## src/rtl/pool_layer.sv

```systemverilog
// pool_layer: 2x2 stride-2 signed max-pooling over conv feature maps in DRAM.
// Reads each window one word at a time, keeping only one read outstanding,
// and writes one pooled word per window to the destination region.
// Optional build macro: POOL_RELU_EN clamps negative pooled results to 0.
module pool_layer #(
  parameter int DATA_WIDTH = 32,
  parameter int ADDR_WIDTH = 18,
  parameter int SRC_BASE   = 131072,
  parameter int DST_BASE   = 132672,
  parameter int MAP_W      = 10,
  parameter int MAP_H      = 10,
  parameter int NUM_CH     = 16
) (
  input  logic                  clk,
  input  logic                  srst,
  input  logic                  enable,
  input  logic                  dram_valid,
  input  logic [DATA_WIDTH-1:0] data_in,
  output logic [DATA_WIDTH-1:0] data_out,
  output logic [ADDR_WIDTH-1:0] addr_in,
  output logic [ADDR_WIDTH-1:0] addr_out,
  output logic                  dram_en_rd,
  output logic                  dram_en_wr,
  output logic                  done
);

  // Odd trailing row/column is dropped by the floor division.
  localparam int OH   = MAP_H / 2;
  localparam int OW   = MAP_W / 2;
  localparam int CH_W = (NUM_CH > 1) ? $clog2(NUM_CH) : 1;
  localparam int OH_W = (OH > 1) ? $clog2(OH) : 1;
  localparam int OW_W = (OW > 1) ? $clog2(OW) : 1;

  typedef enum logic [2:0] {
    S_IDLE,
    S_RD,
    S_WAIT,
    S_WR,
    S_DONE
  } state_t;

  state_t                state_q, state_d;
  logic [CH_W-1:0]       ch_q, ch_d;
  logic [OH_W-1:0]       orow_q, orow_d;
  logic [OW_W-1:0]       ocol_q, ocol_d;
  logic [1:0]            k_q, k_d;
  logic [DATA_WIDTH-1:0] max_q, max_d;
  logic                  rd_q, rd_d;
  logic                  wr_q, wr_d;
  logic                  done_q, done_d;
  logic [ADDR_WIDTH-1:0] addr_in_q, addr_in_d;
  logic [ADDR_WIDTH-1:0] addr_out_q, addr_out_d;
  logic [DATA_WIDTH-1:0] data_out_q, data_out_d;

  // Working values for the WAIT/WR decisions.
  logic [DATA_WIDTH-1:0] new_max;
  logic                  last_col, last_row, last_ch;

  // Address of window element k (row-major within the 2x2 window).
  function automatic logic [ADDR_WIDTH-1:0] src_addr(
    input logic [CH_W-1:0] ch,
    input logic [OH_W-1:0] orow,
    input logic [OW_W-1:0] ocol,
    input logic [1:0]      k
  );
    return ADDR_WIDTH'(32'(SRC_BASE)
                       + 32'(ch) * 32'(MAP_H * MAP_W)
                       + (32'd2 * 32'(orow) + 32'(k[1])) * 32'(MAP_W)
                       + 32'd2 * 32'(ocol) + 32'(k[0]));
  endfunction

  // Address of the pooled output word for one window.
  function automatic logic [ADDR_WIDTH-1:0] dst_addr(
    input logic [CH_W-1:0] ch,
    input logic [OH_W-1:0] orow,
    input logic [OW_W-1:0] ocol
  );
    return ADDR_WIDTH'(32'(DST_BASE)
                       + 32'(ch) * 32'(OH * OW)
                       + 32'(orow) * 32'(OW)
                       + 32'(ocol));
  endfunction

  // Value actually written for a finished window.
  function automatic logic [DATA_WIDTH-1:0] out_value(input logic [DATA_WIDTH-1:0] m);
`ifdef POOL_RELU_EN
    return m[DATA_WIDTH-1] ? '0 : m;
`else
    return m;
`endif
  endfunction

  // Next-state, counter and registered-output computation.
  always_comb begin
    state_d    = state_q;
    ch_d       = ch_q;
    orow_d     = orow_q;
    ocol_d     = ocol_q;
    k_d        = k_q;
    max_d      = max_q;
    rd_d       = 1'b0;
    wr_d       = 1'b0;
    done_d     = 1'b0;
    addr_in_d  = addr_in_q;
    addr_out_d = addr_out_q;
    data_out_d = data_out_q;

    // Strict greater-than keeps the earlier value on ties.
    if (k_q == 2'd0 || $signed(data_in) > $signed(max_q)) begin
      new_max = data_in;
    end else begin
      new_max = max_q;
    end

    last_col = (32'(ocol_q) == 32'(OW - 1));
    last_row = (32'(orow_q) == 32'(OH - 1));
    last_ch  = (32'(ch_q) == 32'(NUM_CH - 1));

    case (state_q)
      S_IDLE: begin
        if (enable) begin
          ch_d      = '0;
          orow_d    = '0;
          ocol_d    = '0;
          k_d       = '0;
          state_d   = S_RD;
          rd_d      = 1'b1;
          addr_in_d = src_addr('0, '0, '0, 2'd0);
        end
      end
      S_RD: begin
        state_d = S_WAIT;
      end
      S_WAIT: begin
        if (dram_valid) begin
          max_d = new_max;
          if (k_q != 2'd3) begin
            k_d       = k_q + 2'd1;
            state_d   = S_RD;
            rd_d      = 1'b1;
            addr_in_d = src_addr(ch_q, orow_q, ocol_q, k_q + 2'd1);
          end else begin
            state_d    = S_WR;
            wr_d       = 1'b1;
            addr_out_d = dst_addr(ch_q, orow_q, ocol_q);
            data_out_d = out_value(new_max);
          end
        end
      end
      S_WR: begin
        k_d = 2'd0;
        if (last_col && last_row && last_ch) begin
          state_d = S_DONE;
          done_d  = 1'b1;
        end else begin
          if (!last_col) begin
            ocol_d = ocol_q + 1'b1;
          end else begin
            ocol_d = '0;
            if (!last_row) begin
              orow_d = orow_q + 1'b1;
            end else begin
              orow_d = '0;
              ch_d   = ch_q + 1'b1;
            end
          end
          state_d   = S_RD;
          rd_d      = 1'b1;
          addr_in_d = src_addr(ch_d, orow_d, ocol_d, 2'd0);
        end
      end
      S_DONE: begin
        state_d = S_IDLE;
      end
      default: begin
        state_d = S_IDLE;
      end
    endcase
  end

  // State, counters and registered outputs; reset aborts any pass in flight.
  always_ff @(posedge clk) begin
    if (srst) begin
      state_q    <= S_IDLE;
      ch_q       <= '0;
      orow_q     <= '0;
      ocol_q     <= '0;
      k_q        <= '0;
      max_q      <= '0;
      rd_q       <= 1'b0;
      wr_q       <= 1'b0;
      done_q     <= 1'b0;
      addr_in_q  <= '0;
      addr_out_q <= '0;
      data_out_q <= '0;
    end else begin
      state_q    <= state_d;
      ch_q       <= ch_d;
      orow_q     <= orow_d;
      ocol_q     <= ocol_d;
      k_q        <= k_d;
      max_q      <= max_d;
      rd_q       <= rd_d;
      wr_q       <= wr_d;
      done_q     <= done_d;
      addr_in_q  <= addr_in_d;
      addr_out_q <= addr_out_d;
      data_out_q <= data_out_d;
    end
  end

  assign dram_en_rd = rd_q;
  assign dram_en_wr = wr_q;
  assign done       = done_q;
  assign addr_in    = addr_in_q;
  assign addr_out   = addr_out_q;
  assign data_out   = data_out_q;

endmodule

```

## config.mk

```make
export PLATFORM = sky130hd
export DESIGN_NAME = pool_layer
export DESIGN_NICKNAME = d
export VERILOG_FILES = /design/src/rtl/pool_layer.sv
export SDC_FILE = /design/constraint.sdc
export NUM_CORES = 1
export LEC_CHECK = 0
export CAP_MARGIN = 20
export CORE_ASPECT_RATIO = 1.2
export CORE_MARGIN = 2
export CORE_UTILIZATION = 34
export DETAILED_ROUTE_END_ITERATION = 8
export SLEW_MARGIN = 20
export SYNTH_ARGS = -nofsm -noshare
export SYNTH_HDL_FRONTEND = slang
export SYNTH_SLANG_ARGS = --single-unit
```

## constraint.sdc

```tcl
create_clock -name clk -period 4.8 [get_ports clk]
set_clock_uncertainty 0.2 [all_clocks]
set_input_delay 0.48 -clock clk [delete_from_list [all_inputs] [get_ports clk]]
set_output_delay 0.48 -clock clk [all_outputs]
set_load 0.02 [all_outputs]
```

==> flow_metrics.tcl <==
set metrics [dict create \
    status "finished clean" \
    hold_buffers 0 \
    drtAntennaViolNets 0 \
    grt_pass1_vias 5883 \
    routed_wl_um 17900 \
    nNetsFinal 1071 \
    hpwl_um 13300 \
    synth_flop_cell "dfxtp_1" \
    ys_ff_latch 108 \
    hold_end "addr_in[5]" \
    ir_drop_v 0.000149 \
    io_buffer_count 96 \
    path_buf_inv 4 \
    wl_per_cell_um 15.1 \
    syn_area_um2 7290 \
    pwr-share-comb_pct 9.7 \
    drt_iter0_drc 295 \
    r2r_slack_ns 0.39 \
    max_freq_mhz 227 \
    die_area_um2 22600 \
    regToRegStartpoint "orow_q[0]" \
    timing.final.crit_share_pct 91.9 \
    via_count 5918 \
    slew_viol_final 0 \
    setup_viol 0 \
    p_int_mw 1.45 \
    syn_to_final_growth_pct 20.4 \
    crit_type "flip-flop to flip-flop" \
    power_switching_share_pct 25.3 \
    drc 0 \
    antenna_cells 0 \
    final_cell_mix "nor2_1 (143), ha_1 (111), dfxtp_1 (108), clkdlybuf4s50_1 (95), inv_1 (86)" \
    power.density_nw_per_um2 221 \
    slowest_stage "dfxtp_1" \
    first_pass_iters 4 \
    mostFrequentLayoutCell "nor2_1" \
    cts-resized-gates 0 \
    path_cells "inv_1 -> ha_1 -> and4_1 -> mux2i_2 -> inv_1 -> ha_1 -> inv_1 -> fa_1 -> inv_1 -> ha_1 -> ha_1 -> nand2_1 -> o21bai_1 -> a21boi_0 -> xnor2_1 -> o22ai_1 -> a32o_1" \
    clk_pin_slew_ns 0.08 \
    cpPeakStageDelay_ns 0.54 \
    dieWidth_um 138 \
    seqPwrFrac_pct 47.3 \
    finalPower_mw 1.94 \
    fin_setup_tns_ns 0 \
    arrival_ns 4.47 \
    synthCells 829 \
    required_ns 4.85 \
    p_leak_nw 3.96 \
    grt_setup_unrepaired "no" \
    cp-start-kind "flip-flop" \
    antenna_found_initial 0 \
    cts_tree "done" \
    track_usage_pct 16.5 \
    htreeDepth 3 \
    cts.sinks 108 \
    grt_overflow 0 \
    hold_path_startpoint "addr_in[5]" \
    end_kind "flip-flop" \
    place_area_um2 8450 \
    clockRootBuffer "clkbuf_16" \
    initial_utilization_pct 34.7 \
    drive_gt1_share_pct 4.16 \
    slew_headroom_pct 39.7 \
    top_level_ports 107 \
    die_height_um 164 \
    via_per_inst 5.00 \
    hold_viol 0 \
    synth_seq_area_share_pct 29.7 \
    crit_fanout 9 \
    reg2reg_to "addr_in[10]" \
    async_reset_ff_share_pct 0 \
    clock_latency_ns 0.36 \
    yosysTopAreaCell "dfxtp_1" \
    gp_congestion 0.842 \
    fin_area_um2 8770 \
    power_switching_mw 0.491 \
    cts_buffer_depth 2 \
    drv_cap 0 \
    rows 58 \
    grt_max_degree 57 \
    postCtsSetupBuffers 0 \
    syn_avg_cell_area_um2 8.79 \
    critical_path.top_delay_family "adder cells" \
    reg2reg_depth 17 \
    yosysWarnings 0 \
    synth_edf_count 0 \
    ys_types 58 \
    yosysTopAreaCellShare_pct 29.7 \
    fin_crit_ns 4.41 \
    worst_pin_slew_ns 0.904 \
    hold_class "flip-flop to flip-flop" \
    grt_pass1_wl_um 29700 \
    core-area_um2 21000 \
    pwr-share-clk_pct 43.0 \
    hold_depth 2 \
    synth_area_leaders "dfxtp_1 (30%), ha_1 (19%), nor2_1 (7.4%), o221a_1 (4.9%), mux2i_1 (4.8%)" \
    cts_buffers 9 \
]
[worst max-delay path by stage]
stage                     startpoint     endpoint  slack (ns)  depth (start not counted)
after floorplan            orow_q[0]  addr_in[10]        0.61                         18
after global placement     orow_q[1]  addr_in[10]        0.45                         17
after detailed placement   orow_q[1]  addr_in[10]        0.35                         17
after CTS                  orow_q[0]  addr_in[10]        0.32                         17
after global routing       orow_q[0]  addr_in[10]         0.1                         17
final                      orow_q[0]  addr_in[10]        0.39                         17
[per-stage QoR]
stage | hold slack (ns) | utilization (%) | std cells | setup slack (ns)
2_1_floorplan | 0.287 | - | 838 | 0.610
3_3_place_gp | 0.240 | 40.3 | 1168 | 0.450
3_5_place_dp | 0.245 | 40.3 | 1168 | 0.351
4_1_cts | 0.255 | 41.8 | 1184 | 0.318
5_1_grt | 0.279 | 41.8 | 1184 | 0.0987
6_report | 0.254 | 41.8 | 1184 | 0.388
[worst reg2reg max path: stages (launching register included)]
cell	delay (ns)
dfxtp_1	0.54
inv_1	0.08
ha_1	0.23
and4_1	0.31
mux2i_2	0.37
inv_1	0.11
ha_1	0.32
inv_1	0.06
fa_1	0.53
inv_1	0.05
ha_1	0.29
ha_1	0.33
nand2_1	0.07
o21bai_1	0.15
a21boi_0	0.21
xnor2_1	0.14
o22ai_1	0.10
a32o_1	0.21
[registers in the layout (all words and copies together) (netlist names), 2 cells and up]
| name | cells |
|---|---|
| k_q | 2 |
| addr_out | 13 |
| ocol_q | 3 |
| max_q | 32 |
| orow_q | 3 |
| data_out | 32 |
| state_q | 3 |
| addr_in | 13 |
| ch_q | 4 |
[cell type report]
cell class / count / area (µm²)
fillers: 2085 / 12200
multi-input cells: 598 / 4570
flip-flops and latches: 108 / 2160
repair buffers: 106 / 1060
well taps: 270 / 338
inverters: 86 / 323
clock buffers: 10 / 229
clock inverters: 6 / 93.8
[logic make-up (layout without fill, tap and decap cells)]
| logic type | after synthesis | count (layout) | share of synthesized area, % |
|---|---|---|---|
| flip-flops | 108 | 108 | 29.7 |
| buffers and inverters | 132 | 208 | 8.14 |
| multiplexers | 38 | 38 | 5.27 |
| adder cells (fa/ha/maj) | 126 | 126 | 23.2 |
| AND/OR/NAND/NOR | 242 | 242 | 14.2 |
| XOR/XNOR | 28 | 28 | 3.37 |
| AO/OA/AOI/OAI | 154 | 154 | 16.1 |
| other | 1 | 10 | 0.0515 |
[cells in the mapped netlist, drive strengths merged, types with 2 or more instances]
cell    count
a211oi      8
a21boi      2
a21o       12
a21oi      44
a221oi      3
a22oi       7
a31oi       4
a32o        2
and2        3
and3        3
and4        3
buf        20
clkbuf     26
dfxtp     108
fa         15
ha        111
inv        86
mux2        3
mux2i      35
nand2      45
nand3       8
nand4       7
nor2      143
nor2b       7
nor3       12
nor4        4
o21a        4
o21ai      15
o21bai      5
o221a      32
o22ai       4
or2         2
or3         2
xnor2      20
xor2        8
[routing by layer]
| metal | global-route usage (%) | vias to the layer above | part of all wire, % |
|---|---|---|---|
| met5 | 0 | - | 0 |
| met4 | 6.51 | 0 | 2.4 |
| met3 | 1.96 | 22 | 3.1 |
| met2 | 29.5 | 100 | 50 |
| met1 | 20.1 | 2797 | 44 |
| li1 | - | 2999 | - |
[power by group through the flow]
stage / Sequential (mW) / Combinational [mW] / Clock (mW)
after CTS: 0.918 / 0.190 / 0.855
after detailed placement: 0.939 / 0.189 / 0
after global routing: 0.920 / 0.211 / 0.884
after floorplan: 0.941 / 0.115 / 0
after global placement: 0.939 / 0.189 / 0
final: 0.918 / 0.189 / 0.834
(Power assumes the default switching activity.)
